File: config.mk
export PLATFORM = sky130hd
export DESIGN_NAME = mm_addr_sched
export DESIGN_NICKNAME = d
export VERILOG_FILES = /design/src/rtl/tc_pkg.sv /design/src/rtl/range_cnt.sv /design/src/rtl/mm_addr_sched.sv
export SDC_FILE = /design/constraint.sdc
export NUM_CORES = 1
export LEC_CHECK = 0
export CORE_MARGIN = 2
export CORE_UTILIZATION = 52
export DETAILED_ROUTE_END_ITERATION = 7
export PLACE_DENSITY = 0.88
export SYNTH_ARGS = -nofsm -noshare
export SYNTH_HDL_FRONTEND = slang
export SYNTH_SLANG_ARGS = --single-unit
File: constraint.sdc
create_clock -name clk -period 2.5 [get_ports clk]
set_input_delay 0.5 -clock clk [delete_from_list [all_inputs] [get_ports clk]]
set_output_delay 0.5 -clock clk [all_outputs]
set_load 0.01 [all_outputs]
File: src/rtl/tc_pkg.sv
// Shared types and default widths for the tensor-core address sequencer.
package tc_pkg;

  localparam int ADDR_WIDTH_DEF = 4;
  localparam int DIM_WIDTH_DEF  = 4;

  typedef enum logic [1:0] {
    IDLE = 2'd0,
    RUN  = 2'd1,
    FIN  = 2'd2
  } state_e;

endpackage

File: src/rtl/range_cnt.sv
// Loadable counter that returns to base after reaching last; term flags the last value.
// Latency 1 from load/en to cnt; no backpressure (caller gates en).
module range_cnt #(
  parameter int WIDTH = 4
) (
  input  logic             clk,
  input  logic             rst_n,
  input  logic             load,
  input  logic             en,
  input  logic [WIDTH-1:0] load_val,
  input  logic [WIDTH-1:0] base,
  input  logic [WIDTH-1:0] last,
  output logic [WIDTH-1:0] cnt,
  output logic             term
);

  logic [WIDTH-1:0] cnt_q;
  logic [WIDTH-1:0] cnt_d;

  always_comb begin
    cnt_d = cnt_q;
    if (load) begin
      cnt_d = load_val;
    end else if (en) begin
      cnt_d = term ? base : cnt_q + WIDTH'(1);
    end
  end

  always_ff @(posedge clk or negedge rst_n) begin
    if (!rst_n) begin
      cnt_q <= '0;
    end else begin
      cnt_q <= cnt_d;
    end
  end

  assign cnt  = cnt_q;
  assign term = (cnt_q == last);

endmodule

File: src/rtl/mm_addr_sched.sv
// Generates A/B operand read addresses for one matrix-vector pass (A linear, B re-read per row).
// First beat 1 cycle after start; halt freezes the walk with no beat issued.
module mm_addr_sched
  import tc_pkg::*;
#(
  parameter int ADDR_WIDTH = ADDR_WIDTH_DEF,
  parameter int DIM_WIDTH  = DIM_WIDTH_DEF
) (
  input  logic                  clk,
  input  logic                  rst_n,
  input  logic                  start,
  input  logic [ADDR_WIDTH-1:0] a_base,
  input  logic [ADDR_WIDTH-1:0] b_base,
  input  logic [DIM_WIDTH-1:0]  dim_m,
  input  logic [DIM_WIDTH-1:0]  dim_k,
  input  logic                  halt,
  output logic [ADDR_WIDTH-1:0] a_addr,
  output logic [ADDR_WIDTH-1:0] b_addr,
  output logic                  addr_valid,
  output logic                  row_last,
  output logic                  busy,
  output logic                  done
);

  state_e                state_q, state_d;
  logic [ADDR_WIDTH-1:0] a_addr_q, a_addr_d;
  logic [ADDR_WIDTH-1:0] b_addr_q, b_addr_d;
  logic [ADDR_WIDTH-1:0] b_base_q, b_base_d;
  logic [DIM_WIDTH-1:0]  m_q, m_d;
  logic [DIM_WIDTH-1:0]  k_q, k_d;
  logic                  skip_q, skip_d;

  logic                  accept;
  logic                  degenerate;
  logic                  beat;
  logic [DIM_WIDTH-1:0]  col_cnt, row_cnt;
  logic                  col_term, row_term;

  assign accept     = (state_q == IDLE) && start;
  assign degenerate = (dim_m == '0) || (dim_k == '0);
  assign beat       = (state_q == RUN) && !halt;

  range_cnt #(.WIDTH(DIM_WIDTH)) u_col_cnt (
    .clk      (clk),
    .rst_n    (rst_n),
    .load     (accept),
    .en       (beat),
    .load_val ('0),
    .base     ('0),
    .last     (k_q - DIM_WIDTH'(1)),
    .cnt      (col_cnt),
    .term     (col_term)
  );

  range_cnt #(.WIDTH(DIM_WIDTH)) u_row_cnt (
    .clk      (clk),
    .rst_n    (rst_n),
    .load     (accept),
    .en       (beat && col_term),
    .load_val ('0),
    .base     ('0),
    .last     (m_q - DIM_WIDTH'(1)),
    .cnt      (row_cnt),
    .term     (row_term)
  );

  // A zero dimension spends one extra FIN cycle (skip) so done lands 2 cycles after start.
  always_comb begin
    state_d = state_q;
    case (state_q)
      IDLE:    if (start) state_d = degenerate ? FIN : RUN;
      RUN:     if (beat && col_term && row_term) state_d = FIN;
      FIN:     if (!skip_q) state_d = IDLE;
      default: state_d = IDLE;
    endcase
  end

  always_comb begin
    a_addr_d = a_addr_q;
    b_addr_d = b_addr_q;
    b_base_d = b_base_q;
    m_d      = m_q;
    k_d      = k_q;
    skip_d   = skip_q;
    if (accept) begin
      a_addr_d = a_base;
      b_addr_d = b_base;
      b_base_d = b_base;
      m_d      = dim_m;
      k_d      = dim_k;
      skip_d   = degenerate;
    end else if (beat) begin
      a_addr_d = a_addr_q + ADDR_WIDTH'(1);
      b_addr_d = col_term ? b_base_q : b_addr_q + ADDR_WIDTH'(1);
    end else if (state_q == FIN) begin
      skip_d = 1'b0;
    end
  end

  always_ff @(posedge clk or negedge rst_n) begin
    if (!rst_n) begin
      state_q  <= IDLE;
      a_addr_q <= '0;
      b_addr_q <= '0;
      b_base_q <= '0;
      m_q      <= '0;
      k_q      <= '0;
      skip_q   <= 1'b0;
    end else begin
      state_q  <= state_d;
      a_addr_q <= a_addr_d;
      b_addr_q <= b_addr_d;
      b_base_q <= b_base_d;
      m_q      <= m_d;
      k_q      <= k_d;
      skip_q   <= skip_d;
    end
  end

  always_comb begin
    a_addr     = a_addr_q;
    b_addr     = b_addr_q;
    addr_valid = beat;
    row_last   = beat && col_term;
    busy       = (state_q == RUN);
    done       = (state_q == FIN) && !skip_q;
  end

endmodule

==> reports/summary.txt, run 1 <==
Tmin final -> 2380 ps
DP HPWL -> 2.85 mm
worst skew pair latency -> 330 ps
Hold Crit Class -> reg2reg
Cell Chain, Critical Path -> inv_1, ha_1, xnor3_2, nand3_4, nor3_4, dlygate4sd2_1
root buffer selected by CTS -> clkbuf_4
CP max stage cell -> dfrtp_1
Num CTS Buffers -> 5
# setup viols final -> 0
pre-CTS setup slack -> 77.4 ps
Syn Nets -> 216
CTS tree -> done
# hold bufs at CTS -> 0
global routing usage on met2 -> 36.3%
Initial Utilization -> 53.9%
fin crit share -> 95.0%
Rows -> 21
worst slew pin tran -> 579 ps
Sink Count -> 31
Layout Skew -> 14.6 ps
Worst Path Required -> 2000 ps
Fillers -> 284
RSZ-0062 raised after global routing -> false
cell taking the most area after synthesis -> dfrtp_1
Core Area -> 3310 µm²
Max Cap Viol -> 0
vias in the first global route -> 1480
commonest cells after routing, fill and taps aside -> nand2_1, dfrtp_1, clkdlybuf4s50_1
die area -> 3920 µm²
final hold vios -> 0
initial antenna violation count -> 0
Ports -> 32
syn_area_per_cell -> 9.39 µm²
worst vdd ir -> 504 µV
Final Instance Area -> 2240 µm²
Worst-path clk slew -> 80 ps
CP Capture Type -> primary output
layout cell share with drive strength beyond 1 -> 12.2%
sequential area share after synthesis -> 43.5%
Crit Path Class -> reg2out
vias -> 1546
Pins Over Slew Limit -> 0
met3 Use GR -> 3.60%
first-pass GRT wire length -> 6.78 mm
Post-DRT Antenna Nets -> 0
synth top area cells -> dfrtp_1, nand2_1, ha_1, o21ai_0, xnor2_1
Post-synth top flop -> dfrtp_1
Min Hold Slack -> 496 ps
Peak Freq -> 421 MHz
routability cong. -> 0.796
Post-synth EDFFs -> 0
Max stage delay on crit path -> 380 ps
final setup margin -> 124 ps
post-synthesis async set-or-reset flop share -> 100%
Post-Syn Area -> 1780 µm²
Synth Register Bits -> 31
Yosys warnings -> 0
Global Route Usage Sum -> 22.1%
relative slew slack -> 61.2%
fin nets -> 256
leading cell type in the layout, fill and taps excluded -> nand2_1
clock buffer depth -> 2
post-synth top area share -> 43.5%
synthesized instance count -> 190
drt via density -> 5.62
crit path max fanout -> 4
violation count after the first detailed-routing iteration -> 100
met1 usage -> 28.1%
Yosys cell types -> 53
WL final -> 3.82 mm
H-tree Lvls -> 2
GRT Max-Usage Layer -> met2
LEAKAGE -> 1.00 nW
WL per Instance -> 13.9 µm
die width -> 62.6 µm
DRC Markers -> 0
Pwr Density -> 1170 nW/µm²
Die H -> 62.6 µm
CP Data Arrival Time -> 1880 ps
largest net degree at the start of global routing -> 32
Startpoint Class -> flop
Overflow after GRT -> 0
status -> finished, final reports clean
setup_tns -> 0 ps
Area Growth Syn to Fin -> 25.3%
drt pass-1 iters -> 4
DP Area -> 2190 µm²
antenna diode count -> 0
port bufs -> 31
==> layout make-up <==
type	instances	area [µm²]	area share [%]
Multi-Input combinational cell	142	940	42.0
Sequential cell	31	776	34.7
Timing Repair Buffer	42	392	17.5
Tap cell	46	57.6	2.57
Clock buffer	6	41.3	1.85
Inverter	8	30.0	1.34
==> flip-flops by register name (all words and copies together), names as in the netlist <==
| signal | count |
|---|---|
| a_addr | 4 |
| b_addr | 4 |
| b_base_q | 4 |
| k_q | 4 |
| m_q | 4 |
| skip_q | 1 |
| state_q | 2 |
| u_col_cnt.cnt | 4 |
| u_row_cnt.cnt | 4 |
==> path summary, 6_finish.rpt <==
path,to,cells after the start,startpoint,slack [ps]
max,row_last,6,k_q[0],120
min,b_base_q[3],2,b_base_q[3],500
max reg2reg,state_q[0],7,k_q[0],520
min reg2reg,b_base_q[3],2,b_base_q[3],500
max in group asynchronous,u_row_cnt.cnt[1],2,rst_n,1660
min in group asynchronous,u_col_cnt.cnt[3],2,rst_n,550
==> repair_timing <==
action,4_1_cts,5_1_grt
pin swaps,0,1
setup buffers,0,0
endpoints found under the hold margin,0,0
setup endpoints to repair,1,1
resized for setup,2,0
==> power breakdown <==
part           internal [W]  leakage [nW]  switching, W
clock             0.0000998        0.0242      0.000163
combinational      0.000684         0.591      0.000733
sequential         0.000713         0.387      0.000211
total               0.00150          1.00       0.00111
==> cells in the mapped netlist, types with 2 or more instances <==
library cell  count
a21oi_1           2
o211ai_1          3
nor3_1            3
ha_1              6
a22oi_1           2
nand2b_1          3
nand2_1          41
mux2i_1           2
clkbuf_1          5
o21ai_1           2
buf_2             2
and3_1            2
o22ai_1           2
xor2_1            6
nor4b_1           2
dfrtp_1          31
inv_1             7
nand4_1           2
nand3_1           5
nor3_4            2
buf_6             2
nor2_1            7
o21a_1            2
o21ai_0          15
xnor2_1           6
==> critical path, delay by kind of cell (launching register included) <==
kind / cells / cell delay (ps)
buffers and inverters: 2 / 360
XOR/XNOR: 1 / 340
AND/OR/NAND/NOR: 2 / 270
adder cells (fa/ha/maj): 1 / 210
flip-flops: 1 / 380
==> routing by layer <==
metal	share of wire (%)	routed length, µm	up-vias
met3	4.6	175	7
met1	44	1700	746
met5	0	0	-
li1	-	-	749
met2	49	1870	44
met4	1.9	72	0
==> kinds of logic (layout without fill, tap and decap cells) <==
logic type                 Yosys count  in the layout  synth area share (%)
adders and majority gates            6              6                  4.21
and+or+nand+nor                     78             78                  22.9
DFF                                 31             31                  43.5
muxes                                2              2                  1.12
AOI/OAI and AO/OA                   43             43                  16.6
xor gates and xnor gates            13             13                  7.22
buffers and inverters               17             56                  4.56
==> stage by stage <==
stage                     power, W  std cells  utilization (%)
after floorplan            0.00189        190                -
after global placement     0.00228        269             66.1
after detailed placement   0.00233        269             66.1
after CTS                  0.00261        275             67.5
after global routing       0.00282        275             67.5
final                      0.00260        275             67.5
Note: power is estimated with default switching activity, not from simulation.
==> run 2: changes to the inputs <==
- RECOVER_POWER: not set -> 50
==> run 2 against run 1 <==
- first-iteration DRC count is 6.0% higher
- utilization is 0.34 points lower
- combinational power hardly changed
- largest cell class unchanged
- fmax hardly changed
==> reports/summary.txt, run 2 (synthesized netlist as in run 1, its figures left out) <==
setup_tns -> 0 ps
Overflow after GRT -> 0
CTS tree -> done
WL final -> 3.86 mm
# setup viols final -> 0
RSZ-0062 raised after global routing -> false
Pwr Total -> 0.00260 W
CP Data Arrival Time -> 1880 ps
post-route insts no fill -> 275
worst skew pair latency -> 330 ps
vias in the first global route -> 1480
Num CTS Buffers -> 5
first-pass GRT wire length -> 6.78 mm
WL per Instance -> 14.0 µm
fin nets -> 256
crit path max fanout -> 4
switching share of power -> 42.6%
root buffer selected by CTS -> clkbuf_4
Crit Path Class -> reg2out
Core Area -> 3310 µm²
port bufs -> 31
DP HPWL -> 2.85 mm
die area -> 3920 µm²
layout cell share with drive strength beyond 1 -> 11.4%
NetSw -> 0.00111 W
routability cong. -> 0.796
Area Growth Syn to Fin -> 24.7%
violation count after the first detailed-routing iteration -> 106
Pwr Density -> 1170 nW/µm²
final hold vios -> 0
DRC Markers -> 0
vias -> 1535
Global Route Usage Sum -> 22.1%
CP Capture Type -> primary output
worst vdd ir -> 503 µV
fin crit share -> 95.1%
Peak Freq -> 421 MHz
H-tree Lvls -> 2
Post-DRT Antenna Nets -> 0
Layout Skew -> 13.7 ps
antenna diode count -> 0
P_int -> 0.00149 W
drt via density -> 5.58
commonest cells after routing, fill and taps aside -> nand2_1, dfrtp_1, clkdlybuf4s50_1
relative slew slack -> 39.2%
Worst Path Required -> 2000 ps
leading cell type in the layout, fill and taps excluded -> nand2_1
Rows -> 21
Ports -> 32
Worst-path clk slew -> 80 ps
Pins Over Slew Limit -> 0
LEAKAGE -> 0.997 nW
Sink Count -> 31
Startpoint Class -> flop
Tmin final -> 2380 ps
Post-Place Cells -> 269
Core Util, Final -> 67.2%
Initial Utilization -> 53.9%
Seq pwr share -> 35.6%
Max Cap Viol -> 0
worst slew pin tran -> 913 ps
die width -> 62.6 µm
largest net degree at the start of global routing -> 32
status -> finished, final reports clean
clock buffer depth -> 2
drt pass-1 iters -> 4
Die H -> 62.6 µm
initial antenna violation count -> 0
part of the power in the clock network -> 10.1%
logic gate share of total power -> 54.4%
Hold Crit Class -> reg2reg
==> run 2: critical path: stages, from the launching register on <==
cell	delay (ps)
dfrtp_1	380
inv_1	80
ha_1	210
xnor3_2	340
nand3_4	110
nor3_4	160
dlygate4sd2_1	290
==> run 2: worst paths after layout <==
path	slack, ps	endpoint	cells past startpoint	from
max in group asynchronous	1240	k_q[3]	2	rst_n
worst max register to register	500	b_addr[0]	5	state_q[0]
worst max-delay path	120	row_last	6	k_q[0]
worst min-delay path	490	b_base_q[3]	2	b_base_q[3]
worst min register to register	490	b_base_q[3]	2	b_base_q[3]
min in group asynchronous	760	b_addr[2]	2	rst_n
==> run 2: power by group through the flow <==
stage / Combinational (W) / Sequential (W) / Clock (W)
6_report: 0.00141 / 0.000925 / 0.000262
3_5_place_dp: 0.00140 / 0.000930 / 0
4_1_cts: 0.00142 / 0.000921 / 0.000269
2_1_floorplan: 0.000974 / 0.000915 / 0
5_1_grt: 0.00157 / 0.000958 / 0.000293
3_3_place_gp: 0.00136 / 0.000920 / 0
==> run 2: repair_timing <==
action                                  CTS  global route
pin swaps                                 0             1
setup buffers                             0             0
resized for setup                         2             0
endpoints found under the setup margin    1             1
hold buffers                              0             0
==> run 2: layer usage <==
metal	global-route usage [%]	vias to the layer above	share of wire, %
li1	-	751	-
met1	28.1	741	46
met2	36.3	36	48
met3	3.60	7	4.1
met4	11.7	0	1.8
met5	0	-	0
==> run 2: area by class of cell <==
type | instances | area (µm²)
timing repair buffer | 42 | 385
tap | 46 | 57.6
clock buffer | 6 | 41.3
sequential | 31 | 776
fill | 287 | 1090
multi-input combinational | 142 | 935
inverter | 8 | 30.0
==> run 2: per-stage QoR <==
| stage | hold slack, ps | cell area (µm²) | worst slack, ps |
|---|---|---|---|
| final | 495 | 2220 | 122 |
| after detailed placement | 479 | 2190 | 77.4 |
| after CTS | 501 | 2240 | 80.0 |
| after global routing | 536 | 2220 | 3.39 |
| after global placement | 462 | 2190 | 73.8 |
| after floorplan | 204 | 1780 | 608 |
